[config.mk]
export PLATFORM = sky130hd
export DESIGN_NAME = gtxe2_chnl_cpll_lockdet_flat
export DESIGN_NICKNAME = d
export VERILOG_FILES = /design/src/rtl/gtxe2_chnl_cpll_lockdet_if.sv /design/src/rtl/gtxe2_chnl_cpll_lockdet.sv /design/src/flat_wrapper.sv
export SDC_FILE = /design/constraint.sdc
export NUM_CORES = 1
export LEC_CHECK = 0
export CAP_MARGIN = 20
export CELL_PAD_IN_SITES_DETAIL_PLACEMENT = 1
export CELL_PAD_IN_SITES_GLOBAL_PLACEMENT = 1
export CORE_MARGIN = 4
export CORE_UTILIZATION = 45
export CTS_CLUSTER_SIZE = 25
export DETAILED_ROUTE_END_ITERATION = 10
export PLACE_DENSITY_LB_ADDON = 0.1
export RECOVER_POWER = 25
export REMOVE_ABC_BUFFERS = 1
export SLEW_MARGIN = 10
export SYNTH_ARGS = -nofsm -noshare
export SYNTH_HDL_FRONTEND = slang
export SYNTH_SLANG_ARGS = --single-unit
[constraint.sdc]
create_clock -name CPLLLOCKDETCLK -period 6.2 [get_ports CPLLLOCKDETCLK]
set_input_delay 1.24 -clock CPLLLOCKDETCLK [delete_from_list [all_inputs] [get_ports CPLLLOCKDETCLK]]
set_output_delay 1.24 -clock CPLLLOCKDETCLK [all_outputs]
set_load 0.1 [all_outputs]
[src/rtl/gtxe2_chnl_cpll_lockdet_if.sv]
// Lock-detect bundle: per-channel enables, clock toggles and results.
// Master drives the inputs, slave is the detector.
interface gtxe2_chnl_cpll_lockdet_if #(
  parameter int NCH   = 1,
  parameter int CNT_W = 16
);
  logic [NCH-1:0]       lock_en;
  logic [NCH-1:0]       pd;
  logic [NCH-1:0]       ref_tgl;
  logic [NCH-1:0]       fb_tgl;
  logic [NCH-1:0]       lock;
  logic [NCH-1:0]       refclk_lost;
  logic [NCH-1:0]       fbclk_lost;
  logic                 win_done;
  logic [NCH*CNT_W-1:0] ref_cnt_last;
  logic [NCH*CNT_W-1:0] fb_cnt_last;

  modport master (
    output lock_en, pd, ref_tgl, fb_tgl,
    input  lock, refclk_lost, fbclk_lost,
    input  win_done, ref_cnt_last, fb_cnt_last
  );

  modport slave (
    input  lock_en, pd, ref_tgl, fb_tgl,
    output lock, refclk_lost, fbclk_lost,
    output win_done, ref_cnt_last, fb_cnt_last
  );
endinterface

[src/rtl/gtxe2_chnl_cpll_lockdet.sv]
// CPLL lock / clock-loss detector: counts ref and fb toggle
// events per window and locks on sustained frequency agreement.
module gtxe2_chnl_cpll_lockdet #(
  parameter int NCH            = 1,
  parameter int CNT_W          = 16,
  parameter int WINDOW         = 1024,
  parameter int TOL            = 2,
  parameter int MIN_CNT        = 1,
  parameter int LOCK_WINDOWS   = 4,
  parameter int UNLOCK_WINDOWS = 2
) (
  input  logic CPLLLOCKDETCLK,
  input  logic CPLLRESET_N,
  gtxe2_chnl_cpll_lockdet_if.slave bus
);

  localparam int TW = (WINDOW > 1) ? $clog2(WINDOW) : 1;
  localparam int GW = $clog2(LOCK_WINDOWS + 1);
  localparam int BW = $clog2(UNLOCK_WINDOWS + 1);
  localparam logic [CNT_W-1:0] CMAX = '1;

  typedef enum logic [1:0] {
    S_OFF,
    S_ARM,
    S_ACQ,
    S_LCK
  } st_t;

  logic [TW-1:0] r_tmr;
  logic          w_wd;

  assign w_wd         = (r_tmr == TW'(WINDOW - 1));
  assign bus.win_done = w_wd;

  // Shared free-running window timer
  always_ff @(posedge CPLLLOCKDETCLK or negedge CPLLRESET_N) begin
    if (!CPLLRESET_N) r_tmr <= '0;
    else              r_tmr <= w_wd ? '0 : r_tmr + 1'b1;
  end

  for (genvar c = 0; c < NCH; c++) begin : g_ch
    logic [2:0]       r_rs, r_fs;
    logic             w_rev, w_fev;
    logic [CNT_W-1:0] r_rc, r_fc;
    logic [CNT_W-1:0] w_rn, w_fn;
    logic [CNT_W:0]   w_df, w_ad;
    logic             w_rlo, w_flo, w_match, w_off;
    st_t              r_st;
    logic [GW-1:0]    r_good;
    logic [BW-1:0]    r_bad;
    logic             r_lock, r_rlost, r_flost;
    logic [CNT_W-1:0] r_rlast, r_flast;

    assign w_rev   = r_rs[1] ^ r_rs[2];
    assign w_fev   = r_fs[1] ^ r_fs[2];
    assign w_rn    = (r_rc == CMAX) ? CMAX : r_rc + CNT_W'(w_rev);
    assign w_fn    = (r_fc == CMAX) ? CMAX : r_fc + CNT_W'(w_fev);
    assign w_df    = {1'b0, w_rn} - {1'b0, w_fn};
    assign w_ad    = w_df[CNT_W] ? (~w_df + 1'b1) : w_df;
    assign w_rlo   = (w_rn < CNT_W'(MIN_CNT));
    assign w_flo   = (w_fn < CNT_W'(MIN_CNT));
    assign w_match = !w_rlo && !w_flo && (w_ad <= (CNT_W+1)'(TOL));
    assign w_off   = !bus.lock_en[c] || bus.pd[c];

    assign bus.lock[c]        = r_lock;
    assign bus.refclk_lost[c] = r_rlost;
    assign bus.fbclk_lost[c]  = r_flost;
    assign bus.ref_cnt_last[c*CNT_W +: CNT_W] = r_rlast;
    assign bus.fb_cnt_last[c*CNT_W +: CNT_W]  = r_flast;

    // Toggle synchronizers with history stage, always running
    always_ff @(posedge CPLLLOCKDETCLK or negedge CPLLRESET_N) begin
      if (!CPLLRESET_N) begin
        r_rs <= '0;
        r_fs <= '0;
      end else begin
        r_rs <= {r_rs[1:0], bus.ref_tgl[c]};
        r_fs <= {r_fs[1:0], bus.fb_tgl[c]};
      end
    end

    // Per-channel event counters and lock FSM
    always_ff @(posedge CPLLLOCKDETCLK or negedge CPLLRESET_N) begin
      if (!CPLLRESET_N) begin
        r_st    <= S_OFF;
        r_rc    <= '0;
        r_fc    <= '0;
        r_good  <= '0;
        r_bad   <= '0;
        r_lock  <= 1'b0;
        r_rlost <= 1'b0;
        r_flost <= 1'b0;
        r_rlast <= '0;
        r_flast <= '0;
      end else if (w_off) begin
        r_st    <= S_OFF;
        r_rc    <= '0;
        r_fc    <= '0;
        r_good  <= '0;
        r_bad   <= '0;
        r_lock  <= 1'b0;
        r_rlost <= 1'b0;
        r_flost <= 1'b0;
      end else begin
        r_rc <= w_wd ? '0 : w_rn;
        r_fc <= w_wd ? '0 : w_fn;
        unique case (r_st)
          S_OFF: begin
            r_st <= S_ARM;
            r_rc <= '0;
            r_fc <= '0;
          end
          S_ARM: begin
            if (w_wd) r_st <= S_ACQ;
          end
          S_ACQ: begin
            if (w_wd) begin
              r_rlast <= w_rn;
              r_flast <= w_fn;
              r_rlost <= w_rlo;
              r_flost <= w_flo;
              if (!w_match) begin
                r_good <= '0;
              end else if (r_good == GW'(LOCK_WINDOWS - 1)) begin
                r_st   <= S_LCK;
                r_lock <= 1'b1;
                r_good <= '0;
                r_bad  <= '0;
              end else begin
                r_good <= r_good + 1'b1;
              end
            end
          end
          S_LCK: begin
            if (w_wd) begin
              r_rlast <= w_rn;
              r_flast <= w_fn;
              r_rlost <= w_rlo;
              r_flost <= w_flo;
              if (w_match) begin
                r_bad <= '0;
              end else if (r_bad == BW'(UNLOCK_WINDOWS - 1)) begin
                r_st   <= S_ACQ;
                r_lock <= 1'b0;
                r_good <= '0;
                r_bad  <= '0;
              end else begin
                r_bad <= r_bad + 1'b1;
              end
            end
          end
          default: r_st <= S_OFF;
        endcase
      end
    end
  end

endmodule

[src/flat_wrapper.sv]
// flat-port wrapper written by rule: the top's interface ports become plain ports
module gtxe2_chnl_cpll_lockdet_flat 
#(
  parameter int NCH            = 1,
  parameter int CNT_W          = 16,
  parameter int WINDOW         = 1024,
  parameter int TOL            = 2,
  parameter int MIN_CNT        = 1,
  parameter int LOCK_WINDOWS   = 4,
  parameter int UNLOCK_WINDOWS = 2
)
  (CPLLLOCKDETCLK, CPLLRESET_N, bus_lock_en, bus_pd, bus_ref_tgl, bus_fb_tgl, bus_lock, bus_refclk_lost, bus_fbclk_lost, bus_win_done, bus_ref_cnt_last, bus_fb_cnt_last);
  gtxe2_chnl_cpll_lockdet_if #(.NCH(NCH), .CNT_W(CNT_W)) bus_i ();
  input  logic CPLLLOCKDETCLK;
  input  logic CPLLRESET_N;
  input wire logic [$bits(bus_i.lock_en)-1:0] bus_lock_en;
  input wire logic [$bits(bus_i.pd)-1:0] bus_pd;
  input wire logic [$bits(bus_i.ref_tgl)-1:0] bus_ref_tgl;
  input wire logic [$bits(bus_i.fb_tgl)-1:0] bus_fb_tgl;
  output wire logic [$bits(bus_i.lock)-1:0] bus_lock;
  output wire logic [$bits(bus_i.refclk_lost)-1:0] bus_refclk_lost;
  output wire logic [$bits(bus_i.fbclk_lost)-1:0] bus_fbclk_lost;
  output wire logic [$bits(bus_i.win_done)-1:0] bus_win_done;
  output wire logic [$bits(bus_i.ref_cnt_last)-1:0] bus_ref_cnt_last;
  output wire logic [$bits(bus_i.fb_cnt_last)-1:0] bus_fb_cnt_last;
  assign bus_i.lock_en = bus_lock_en;
  assign bus_i.pd = bus_pd;
  assign bus_i.ref_tgl = bus_ref_tgl;
  assign bus_i.fb_tgl = bus_fb_tgl;
  assign bus_lock = bus_i.lock;
  assign bus_refclk_lost = bus_i.refclk_lost;
  assign bus_fbclk_lost = bus_i.fbclk_lost;
  assign bus_win_done = bus_i.win_done;
  assign bus_ref_cnt_last = bus_i.ref_cnt_last;
  assign bus_fb_cnt_last = bus_i.fb_cnt_last;
  gtxe2_chnl_cpll_lockdet #(.NCH(NCH), .CNT_W(CNT_W), .WINDOW(WINDOW), .TOL(TOL), .MIN_CNT(MIN_CNT), .LOCK_WINDOWS(LOCK_WINDOWS), .UNLOCK_WINDOWS(UNLOCK_WINDOWS)) u_core (.CPLLLOCKDETCLK(CPLLLOCKDETCLK), .CPLLRESET_N(CPLLRESET_N), .bus(bus_i));
endmodule
==> key figures <==
Floorplan
  – Width of the die: about 120 µm
  – Initial Util: 46.56%
  – Standard-cell rows: between 40 and 50
  – I/O pin cnt: 42
  – Die area: between 15,000 and 20,000 µm²
  – Core Region: roughly 13,000 µm²
  – Die height: 123.2 µm

Synth
  – Average footprint of a synthesized cell: approximately 8.4 µm²
  – Number of enable flip-flop cells after synthesis: 0
  – Proportion of synthesized flip-flops having asynchronous set or reset: 100.0%
  – Area share of the largest cell type after synthesis: between 30% and 40%
  – Post-synthesis register bit count: 90
  – Post-synth top cells: sky130_fd_sc_hd__nor2_1, sky130_fd_sc_hd__dfrtp_1, sky130_fd_sc_hd__nand2_1, sky130_fd_sc_hd__o21ai_0, sky130_fd_sc_hd__a21oi_1
  – Primary FF master, synth: sky130_fd_sc_hd__dfrtp_1
  – Number of library cell types mapped by synthesis: 76
  – Register area share after synthesis: a little under two fifths
  – Area contributors post-synth: sky130_fd_sc_hd__dfrtp_1, sky130_fd_sc_hd__nor2_1, sky130_fd_sc_hd__o21ai_0, sky130_fd_sc_hd__nand2_1, sky130_fd_sc_hd__ha_1
  – Post-synthesis cell type with the largest combined area: sky130_fd_sc_hd__dfrtp_1
  – Count leader, synth: sky130_fd_sc_hd__nor2_1
  – Warning count from the yosys run: 0
  – Synthesized netlist cell count: about 700
  – Synthesized area: about 6000 µm²

Timing
  – Worst Max-Slew Pin Slew: around 2500 ps
  – Worst hold margin: approximately 360 ps
  – Ratio of final minimum period to clock period: between 90% and 100%
  – Max-slew headroom: -68.08%
  – Final TNS setup: 0 ps
  – Setup slack after layout: ~420 ps
  – Maximum clock frequency: approximately 170 MHz
  – Max-slew violations: 48
  – Final Hold Fails: 0
  – Worst Clk Skew: about 9.3 ps
  – Unrepaired setup endpoints after global routing: no
  – Clock period minus final worst setup slack: slightly below 6000 ps
  – Final setup violation count: 0

Finish
  – Final cell count without fillers: around 900
  – Area growth syn-to-layout: 13.91%
  – Diodes inserted: 0
  – Layout cell share with drive strength beyond 1: 7.527%
  – Fill cells: ~1,600
  – Area of combinational cells with multiple inputs: between 3000 and 4000 µm²
  – FF/Latch Area: 2255 µm²
  – Final net count: 767

Clock tree
  – Post-CTS setup buffer count: 0
  – Clock latency at the later pin of the worst-skew pair: approximately 350 ps
  – Num CTS Buffers: 9
  – Clock Tree Root: sky130_fd_sc_hd__clkbuf_16
  – H-tree level count: 3
  – TritonCTS clock tree: yes
  – CTS max path bufs: 2
  – Clock tree sinks: 90
  – Clock slew seen by the registers of the worst setup and hold paths: 70 ps

Worst setup path
  – Register-to-Register Path Depth: 22
  – Worst Path Arrival: 6060 ps
  – Slack of the worst reg-to-reg path: around 420 ps
  – Setup Crit Path Kind: reg2reg
  – Data required time at the worst endpoint: about 6500 ps
  – Critical Path Source Type: flip-flop
  – CP endpoint kind: flip-flop
  – Maximum fanout encountered on the critical timing path: 11

Place
  – HPWL after DPL: ~13,000 µm
  – Final estimated routing congestion in global placement: 0.8499
  – Pre-CTS WS: 182.5 ps
  – Placed cell count: 900
  – PortBufs: between 40 and 50

Routing
  – Total wire length after detailed routing: around 18,000 µm
  – Total via count after detailed routing: ~5,500
  – Initial DRT Pass Iterations: 5
  – Remaining routing DRC violations: 0
  – DRT antenna net count: 0
  – Post-DR wirelength/cell: 19.25 µm
  – Via/cell ratio: about 6
  – First-iteration detailed-routing DRC count: 460

Run
  – Max-cap viol count: 1

GRT
  – Tot GR Track Use: between 20 and 25%
  – Largest net degree at the start of global routing: between 60 and 70
  – Number of antenna violations at the first check in global routing: 0
  – Wire length of the first global-routing pass: around 30,000 µm
  – Global-route congestion overflow total: 0
  – Via count of the first global-routing pass: approximately 5,600

Power
  – Post-layout total power: about 0.0013 W
  – Power density over the cells: between 150 and 200 nW/µm²
  – Static leakage: 3.058 nW
  – Maximum vdd ir drop: between 0.15 and 0.2 mV

Run status
  – Status: finished with violations
  – Failing checks: capacitance limit, slew limit

Worst hold path
  – Path category of the worst min-delay check: reg2reg
  – Hold Path Depth: 0
==> power breakdown <==
part	switching, W	internal, W	total [W]
Clock	0.000240	0.000284	0.000525
Combinational	0.000131	0.0000704	0.000202
Sequential	0.00000229	0.000590	0.000592
==> sequential cells by signal (all words and copies together), names as in the netlist <==
name                     cells
u_core.bus.lock              1
u_core.g_ch.r_st             2
u_core.bus.fbclk_lost        1
u_core.g_ch.r_rc            16
u_core.g_ch.r_bad            2
u_core.bus.refclk_lost       1
u_core.g_ch.r_rs             3
u_core.g_ch.r_fs             3
u_core.g_ch.r_fc            16
u_core.g_ch.r_good           3
u_core.r_tmr                10
u_core.bus.ref_cnt_last     16
u_core.bus.fb_cnt_last      16
==> logic make-up (layout without fill, tap and decap cells) <==
family | Yosys count | after routing | synth area share (%)
adder cells (fa/ha/maj) | 22 | 22 | 4.736
AND/OR/NAND/NOR | 316 | 316 | 26.19
multiplexers | 8 | 8 | 1.362
XOR/XNOR | 45 | 45 | 6.727
flip-flops | 90 | 90 | 37.72
AO/OA/AOI/OAI | 176 | 176 | 18.97
buffers and inverters | 55 | 87 | 4.296
==> final cells by class <==
type                            count  share of cell area, %
Timing Repair Buffer               47                  6.604
Inverter                           24                  1.325
Multi-Input combinational cell    567                  51.64
Sequential cell                    90                  33.15
Tap cell                          172                  3.164
Clock buffer                       11                  3.569
Clock inverter                      5                 0.5519
==> through the flow <==
stage	util, %	instance area [µm²]
final	53.03	6802
after global routing	53.03	6802
after CTS	52.69	6758
after detailed placement	50.51	6477
after global placement	50.51	6477
after floorplan	-	5804
==> what timing repair did <==
| item | CTS | global route |
|---|---|---|
| hold buffers | 0 | 0 |
| gates resized for setup | 0 | 12 |
| hold endpoints to repair | 0 | 0 |
| endpoints found under the setup margin | 0 | 7 |
==> final timing paths <==
path | start | to
max | u_core.g_ch[0].r_fc[1] | u_core.g_ch[0].r_good[2]
min | u_core.g_ch[0].r_rs[0] | u_core.g_ch[0].r_rs[1]
max reg2reg | u_core.g_ch[0].r_fc[1] | u_core.g_ch[0].r_good[2]
min reg2reg | u_core.g_ch[0].r_rs[0] | u_core.g_ch[0].r_rs[1]
max in group asynchronous | CPLLRESET_N | u_core.bus.fb_cnt_last[15]
min in group asynchronous | CPLLRESET_N | u_core.bus.fb_cnt_last[0]
==> worst max-delay path: stages, from the launching register on <==
cell and delay (ps):
sky130_fd_sc_hd__dfrtp_1 470, sky130_fd_sc_hd__nand2_2 90, sky130_fd_sc_hd__or3_1 530, sky130_fd_sc_hd__nor2_1 140, sky130_fd_sc_hd__buf_4 200, sky130_fd_sc_hd__nor2_1 110, sky130_fd_sc_hd__inv_1 130, sky130_fd_sc_hd__ha_1 190
sky130_fd_sc_hd__inv_1 60, sky130_fd_sc_hd__fa_1 460, sky130_fd_sc_hd__nand3_1 120, sky130_fd_sc_hd__nand2_2 150, sky130_fd_sc_hd__o21ai_0 210, sky130_fd_sc_hd__o21ai_1 190, sky130_fd_sc_hd__nand3b_1 240, sky130_fd_sc_hd__nand2_1 210
sky130_fd_sc_hd__or4b_4 580, sky130_fd_sc_hd__a211o_1 320, sky130_fd_sc_hd__a211oi_2 210, sky130_fd_sc_hd__o211ai_1 100, sky130_fd_sc_hd__or3b_1 500, sky130_fd_sc_hd__or3_1 390, sky130_fd_sc_hd__a21boi_1 140
==> cells in the final DEF (no fill, tap or decap), types with 7 or more instances in the layout <==
cell type and count:
sky130_fd_sc_hd__clkbuf_16 9, sky130_fd_sc_hd__o21ai_0 64, sky130_fd_sc_hd__xor2_1 23, sky130_fd_sc_hd__xnor2_1 20
sky130_fd_sc_hd__o211ai_1 10, sky130_fd_sc_hd__nand3_1 29, sky130_fd_sc_hd__nor4_1 8, sky130_fd_sc_hd__mux2i_1 7
sky130_fd_sc_hd__a21o_1 10, sky130_fd_sc_hd__a21oi_1 31, sky130_fd_sc_hd__nor2_1 98, sky130_fd_sc_hd__nor3_1 11
sky130_fd_sc_hd__dfrtp_1 88, sky130_fd_sc_hd__o21a_1 11, sky130_fd_sc_hd__nand4_1 11, sky130_fd_sc_hd__ha_1 21
sky130_fd_sc_hd__nor2b_1 7, sky130_fd_sc_hd__or3_1 8, sky130_fd_sc_hd__and3_1 14, sky130_fd_sc_hd__clkdlybuf4s50_1 38
sky130_fd_sc_hd__inv_1 24, sky130_fd_sc_hd__nand2_1 83
==> metal layers <==
metal  track usage, %  part of all wire (%)  routed length, µm  vias up
met4            6.851                   1.7                305        0
met1            33.23                    46               8077     2736
li1                 -                     -                  -     2592
met2            40.71                    49               8573      131
met5                0                     0                  0        -
met3            4.849                   3.9                680       24
(Power assumes the default switching activity.)
